`src/rtl/reg_file_bypass_sb.sv`:
```
// Register file with byte-enabled writes, write-first read bypass and a per-register
// pending scoreboard (reserve sets, write clears). Two registered read ports.
module reg_file_bypass_sb #(
  parameter int unsigned DATA_WIDTH = 32,
  parameter int unsigned ADDR_WIDTH = 5,
  parameter bit          ZERO_REG   = 1'b1
) (
  input  logic                    CLK,
  input  logic                    RST,
  input  logic                    READ,
  input  logic [ADDR_WIDTH-1:0]   ADDR_R1,
  input  logic [ADDR_WIDTH-1:0]   ADDR_R2,
  output logic [DATA_WIDTH-1:0]   DATA_R1,
  output logic [DATA_WIDTH-1:0]   DATA_R2,
  output logic                    BUSY_R1,
  output logic                    BUSY_R2,
  output logic                    RVALID,
  input  logic                    WRITE,
  input  logic [ADDR_WIDTH-1:0]   ADDR_W,
  input  logic [DATA_WIDTH-1:0]   DATA_W,
  input  logic [DATA_WIDTH/8-1:0] BE_W,
  input  logic                    RSV,
  input  logic [ADDR_WIDTH-1:0]   ADDR_RSV
);

  localparam int unsigned DEPTH  = 2 ** ADDR_WIDTH;
  localparam int unsigned NBYTES = DATA_WIDTH / 8;

  logic [DATA_WIDTH-1:0] r_mem [DEPTH];
  logic [DEPTH-1:0]      r_pend;

  logic                  w_wr_en;
  logic                  w_rsv_en;
  logic [DATA_WIDTH-1:0] w_wr_word;
  logic [DATA_WIDTH-1:0] w_rd1;
  logic [DATA_WIDTH-1:0] w_rd2;
  logic                  w_bz1;
  logic                  w_bz2;

  // Register 0 is hardwired when ZERO_REG is set: writes and reserves to it are dropped.
  assign w_wr_en  = WRITE && !(ZERO_REG && (ADDR_W == '0));
  assign w_rsv_en = RSV   && !(ZERO_REG && (ADDR_RSV == '0));

  always_comb begin
    w_wr_word = r_mem[ADDR_W];
    for (int unsigned k = 0; k < NBYTES; k++) begin
      if (BE_W[k]) w_wr_word[8*k +: 8] = DATA_W[8*k +: 8];
    end
  end

  // Read port 1: write-first bypass; busy sees this cycle's write-clear but not its reserve.
  always_comb begin
    w_rd1 = r_mem[ADDR_R1];
    w_bz1 = r_pend[ADDR_R1];
    if (ZERO_REG && (ADDR_R1 == '0)) begin
      w_rd1 = '0;
      w_bz1 = 1'b0;
    end else if (w_wr_en && (ADDR_W == ADDR_R1)) begin
      w_rd1 = w_wr_word;
      w_bz1 = 1'b0;
    end
  end

  always_comb begin
    w_rd2 = r_mem[ADDR_R2];
    w_bz2 = r_pend[ADDR_R2];
    if (ZERO_REG && (ADDR_R2 == '0)) begin
      w_rd2 = '0;
      w_bz2 = 1'b0;
    end else if (w_wr_en && (ADDR_W == ADDR_R2)) begin
      w_rd2 = w_wr_word;
      w_bz2 = 1'b0;
    end
  end

  // Storage and scoreboard; the later reserve assignment wins over a same-address clear.
  always_ff @(posedge CLK or posedge RST) begin
    if (RST) begin
      for (int unsigned i = 0; i < DEPTH; i++) r_mem[i] <= '0;
      r_pend <= '0;
    end else begin
      if (w_wr_en) begin
        r_mem[ADDR_W]  <= w_wr_word;
        r_pend[ADDR_W] <= 1'b0;
      end
      if (w_rsv_en) r_pend[ADDR_RSV] <= 1'b1;
    end
  end

  always_ff @(posedge CLK or posedge RST) begin
    if (RST) begin
      DATA_R1 <= '0;
      DATA_R2 <= '0;
      BUSY_R1 <= 1'b0;
      BUSY_R2 <= 1'b0;
      RVALID  <= 1'b0;
    end else begin
      RVALID <= READ;
      if (READ) begin
        DATA_R1 <= w_rd1;
        DATA_R2 <= w_rd2;
        BUSY_R1 <= w_bz1;
        BUSY_R2 <= w_bz2;
      end
    end
  end

endmodule

```
`config.mk`:
```
export PLATFORM = sky130hd
export DESIGN_NAME = reg_file_bypass_sb
export DESIGN_NICKNAME = d
export VERILOG_FILES = /design/src/rtl/reg_file_bypass_sb.sv
export SDC_FILE = /design/constraint.sdc
export NUM_CORES = 2
export LEC_CHECK = 0
export CAP_MARGIN = 25
export CORE_AREA = 2 2 443 445
export DETAILED_ROUTE_END_ITERATION = 10
export DIE_AREA = 0 0 445 447
export SLEW_MARGIN = 40
export SYNTH_ARGS = -nofsm -noshare
export SYNTH_HDL_FRONTEND = slang
export SYNTH_SLANG_ARGS = --single-unit
export TNS_END_PERCENT = 20
```
`constraint.sdc`:
```
create_clock -name CLK -period 77.5 [get_ports CLK]
set_clock_uncertainty 0.2 [all_clocks]
set_input_delay 15.5 -clock CLK [delete_from_list [all_inputs] [get_ports CLK]]
set_output_delay 15.5 -clock CLK [all_outputs]
set_load 0.01 [all_outputs]
```
=== Word level (Yosys, flattened, before mapping) ===
Cells that the tools add are included.

* Register bits: 1123
* Input port bits: 61

* Bitwise gates (word level): 6
* Equal/unequal tests: 2
* Mux-type cells: 34
* Order comparisons: 10
* Reductions and logical operators: 13

{| class="wikitable"
|+ Operator list
! operator !! number
|-
| $bwmux 1024 || 1
|-
| $bmux 32 s5 || 3
|-
| $mux 32 || 13
|-
| $demux 32 s5 || 1
|-
| $and 32x32->32 || 1
|-
| $mux 8 || 4
|-
| $not 32->32 || 1
|-
| $or 32x32->32 || 1
|-
| $lt 5x6->1 const B || 4
|-
| $logic_not 5->1 || 4
|-
| $ge 6x6->1 const B || 3
|-
| $not 5->6 || 3
|-
| $bmux 1 s5 || 2
|-
| $demux 1 s5 || 2
|-
| $eq 5x5->1 || 2
|-
| $ge 5x1->1 const B || 2
|-
| $mux 1 || 8
|-
| $logic_and 1x1->1 || 7
|-
| $lt 6x1->1 const B || 1
|-
| $logic_not 1->1 || 2
|}

=== Depth between registers and ports, before layout ===
* Depth in word-level cells: 9
* Depth in mapped cells: 11

=== Least setup slack after synthesis ===
Ideal clock, no wire load.

* Path kind: input to register
* Start: in ADDR_W[0]
* End: reg r_mem[389] in the netlist's numbering
* Slack: 59767 ps
* Arrival: 17405 ps
* Data required time: 77172 ps
* Buffers on the path: 4
* Cell stages on the path: 9
* Path through: buf_4 > buf_2 > buf_2 > mux2i_1 > o22ai_1 > nor4_1 > a32oi_2 > clkbuf_2 > mux2_1

* Cells in the longest elaborated chain, start to end: 6
* Elaborated cells between the ends (all ways): 14

{| class="wikitable"
|+ RTL lines
! item !! line !! RTL
|-
| start: declaration || 19 || <nowiki>input logic [ADDR_WIDTH-1:0] ADDR_W,</nowiki>
|-
| $not 5->6 (not written as such) || 45, 83 ||
|-
| $ge 6x6->1 (not written as such) (tied with other cells) || 83 || <nowiki>r_mem[ADDR_W] <= w_wr_word;</nowiki>
|-
| $logic_and 1x1->1 (not written as such) / $mux 32 (equally long branches) || 83, 45 ||
|-
| $mux 32, on equally long branches || 83, 45 ||
|-
| $demux 32 s5 / $mux 8 (equally long branches) || 83, 47 ||
|-
| $bwmux 1024 || 83 ||
|-
| end signal: indexed assignment || 83 ||
|-
| end: declaration || 29 || <nowiki>logic [DATA_WIDTH-1:0] r_mem [DEPTH];</nowiki>
|}

Parallel ways exist; a longest one is shown, timed or not. The select of a mux whose other input is x is not followed.
A chain may end at the register's enable or synchronous reset.

=== Worst setup path after layout ===
* Start: in ADDR_W[1]
* End: reg DATA_R2[3]

* Cells in the longest elaborated chain, start to end: 7
* Elaborated cells between the ends (all ways): 12

{| class="wikitable"
|+ RTL lines
! item !! line !! RTL
|-
| $not 5->6 (not written as such) || 45 || <nowiki>w_wr_word = r_mem[ADDR_W];</nowiki>
|-
| $bmux 32 s5 || 45 ||
|-
| $mux 32 (not written as such) (2 in a row) || 45 ||
|-
| $mux 8 || 47 || <nowiki>if (BE_W[k]) w_wr_word[8*k +: 8] = DATA_W[8*k +: 8];</nowiki>
|-
| $mux 32 (*) || 70 || <nowiki>end else if (w_wr_en && (ADDR_W == ADDR_R2)) begin</nowiki>
|-
| $mux 32 (*) || 67 || <nowiki>if (ZERO_REG && (ADDR_R2 == '0)) begin</nowiki>
|-
| end signal: assignment || 101 || <nowiki>DATA_R2 <= w_rd2;</nowiki>
|-
| end: declaration || 14 || <nowiki>output logic [DATA_WIDTH-1:0] DATA_R2,</nowiki>
|}

Every way passes the cells marked *; elsewhere a longest branch is shown, timed or not. The select of a mux whose other input is x is not followed.

==> results.toml <==
[die]
core_area_um2 = 194000
fp-row-count = 162
die_h_um = 447
die_w_um = 445
start_util_pct = 34.8
io_pins = 128
die_area_um2 = 199000

[clocking]
clock_latency_ns = 0.79
clock_path_buffers = 3
hold_buffers = 0
ctsHtreeMaxLevel = 4
post_cts_buffers = 0
cts-buffers-inserted = 131
path_clk_slew_ns = 0.06
clock_sinks = 1123
root_buffer = "clkbuf_16"
ctsResizeCount = 0
cts_tree = "built"

[yosys]
synthCells = 5566
yosys.area.top_type = "dfrtp_1"
seq_area_frac_synth_pct = 41.6
async_reset_ff_share_pct = 100
yosysWarnings = 0
syn_avg_cell_area_um2 = 12.1
syn_nets = 5627
synth_edf_count = 0
synth-seq-cells = 1123
ys_dominant_reg_cell = "dfrtp_1"
synthDistinctLibCells = 69
synth_area_um2 = 67500
synth.area.top_cells = "dfrtp_1 42%, mux2i_1 19%, mux2_2 16%, mux4_2 5.1%, a22oi_1 4.9%"
yosys.area.top_type_share_pct = 41.6

[hold_path]
min_to = "r_pend[0]"
hp-start = "r_pend[0]"
hold_depth = 0
hp-class = "flip-flop to flip-flop"

[setup_path]
critPathCaptureType = "flip-flop"
ff2ff_setup_slack_ns = 74.81
timing.rr.end = "DATA_R1[25]"
critical_path_buf_inv_count = 4
worstPathMaxFanout = 35
cp_slowest_stage_delay_ns = 0.88
ff2ff_path_depth = 6
cp_top_family = "buffers and inverters"
path_depth = 9
cpMostUsedCell = "buf_4"
setup.worst_path.class = "input port to flip-flop"
cp_slowest_cell = "or4_2"
worstPathCellList = "buf_4, buf_4, or4_2, buf_4, o22ai_1, nor4_1, a32oi_2, buf_4, a221o_1"
crit_required_ns = 77.98
cp-start-kind = "input port"
cp_data_arrival_time_ns = 20.26
crit-reg2reg-launch = "r_mem[217]"

[placement]
dpl.cell_count = 7830
routabilityCongestion = 0.915
place_ws_ns = 57.24
port_buffers = 127
dp_hpwl_um = 166000

[timing]
fin_ws_ns = 57.72
slew_violations = 0
fin_crit_ns = 19.78
setup_viol = 0
grt_setup_unrepaired = "false"
tightestPinTransition_ns = 1.02
hold_viol = 0
max_freq_ghz = 0.0505
maxSlewHeadroom_pct = 31.5
post-route-period-util_pct = 25.5
setup_tns_ns = 0
hold_ws_ns = 0.206

[drt]
wl_per_cell_um = 36.6
ant_nets = 0
drcViolationCount = 0
via_per_inst = 6.65
vias = 53704
first_pass_iters = 6
drt_iter0_markers = 7007
routed_wl_um = 296000

[global_routing]
grt_pass1_vias = 52544
track_usage_pct = 29.0
grt_pass1_wl_um = 412000
grt_max_degree = 111
grt_antenna_before_repair = 11
globalRoute.totalOverflow = 0

[status]
outcome = "complete, no violations"

[power]
powerDensity_nw_per_um2 = 25.0
ir_drop_v = 0.0000209
leakage_nw = 33.9

[layout]
final_common_cell = "mux2i_1"
layout_common_cells = "1273 x mux2i_1, 1123 x dfrtp_1, 930 x mux2_2"
fillerInstances = 18356
nets = 5489
syn_to_final_growth_pct = 13.2
layout-drive-gt1-share_pct = 29.5
final_core_util_pct = 39.3
final_cells = 8077

[run]
cap_violations = 0
[kinds of logic (layout without fill, tap and decap cells)]
logic type             after synthesis  in the layout  share of synthesized area, %
multiplexers                      2365           2365                          39.6
AND/OR/NAND/NOR                    536            536                          4.45
XOR/XNOR                            10             10                         0.130
AO/OA/AOI/OAI                      890            890                          9.92
flip-flops                        1123           1123                          41.6
buffers and inverters              642            600                          4.25
other                                0             11                             0
[where the power goes]
part           leakage [nW]  switching, mW  internal (mW)
sequential             14.6          0.132          0.706
clock                  2.14          0.266          0.373
combinational          17.2          0.211          0.223
total                  33.9          0.609           1.30
[through the flow]
stage	total power [mW]	instance area [um^2]
detailed placement	1.27	71900
CTS	1.90	76200
finish	1.91	76400
global route	1.98	76400
global placement	1.25	71200
floorplan	1.12	67500
[flip-flops by register name (all words and copies together) (netlist names)]
signal	cells
r_mem	1024
DATA_R1	32
DATA_R2	32
r_pend	32
BUSY_R1	1
BUSY_R2	1
RVALID	1
[Yosys cell counts (4+ instances only)]
cell / number
a221o_1: 60
nand4_1: 98
mux4_2: 152
mux2_1: 10
nand4b_1: 6
nand4bb_1: 6
a221oi_1: 4
a22oi_1: 443
clkbuf_2: 26
a32o_1: 6
buf_4: 20
o22ai_1: 170
nand2_2: 5
or4b_1: 4
nor4_1: 78
a211oi_1: 8
nor2_1: 74
a21oi_1: 5
and4b_1: 7
clkbuf_1: 292
o21bai_1: 6
mux2i_1: 1273
inv_1: 42
nor3_1: 42
o21ai_0: 90
nor4bb_1: 10
nor4b_1: 7
or2_2: 4
and2_1: 8
a22o_1: 15
nand2b_1: 5
nand3_1: 27
mux2_2: 930
xnor2_1: 10
dfrtp_1: 1123
buf_2: 227
buf_6: 9
a32oi_2: 28
o211ai_1: 32
nand2_1: 116
nor2b_1: 13
buf_1: 25
[area by class of cell]
class / instances / area [um^2] / area share (%)
timing repair buffer: 328 / 3350 / 4.39
inverter: 43 / 170 / 0.223
sequential: 1123 / 28100 / 36.8
antenna: 11 / 27.5 / 0.0360
tap: 2542 / 3180 / 4.16
clock inverter: 48 / 517 / 0.676
multi-input combinational: 3801 / 37200 / 48.7
clock buffer: 181 / 3810 / 4.99
[per-layer routing]
metal / vias up / track usage, % / routed length, um
li1: 21218 / - / -
met4: 14 / 21.1 / 24700
met2: 3647 / 43.2 / 128000
met5: - / 0 / 102
met1: 27629 / 35.7 / 110000
met3: 1196 / 8.64 / 32600
[how the worst max path moves through the flow]
stage / startpoint / endpoint / slack [ns]
final: ADDR_W[1] / DATA_R2[3] / 57.72
after floorplan: RST / BUSY_R1 / 30.18
after global routing: ADDR_W[1] / DATA_R1[3] / 57.76
after detailed placement: ADDR_W[1] / DATA_R2[3] / 57.24
after CTS: ADDR_W[1] / DATA_R1[3] / 58.07
after global placement: RST / r_mem[1010] / 57.06
[worst register-to-register path, cell delays in order, from the launching register on]
cell,delay [ns]
dfrtp_1,0.44
mux4_2,0.47
or2_2,0.28
a31oi_1,0.22
a32oi_2,0.33
buf_4,0.33
a221o_1,0.30
Power figures use the tool's default switching activity.
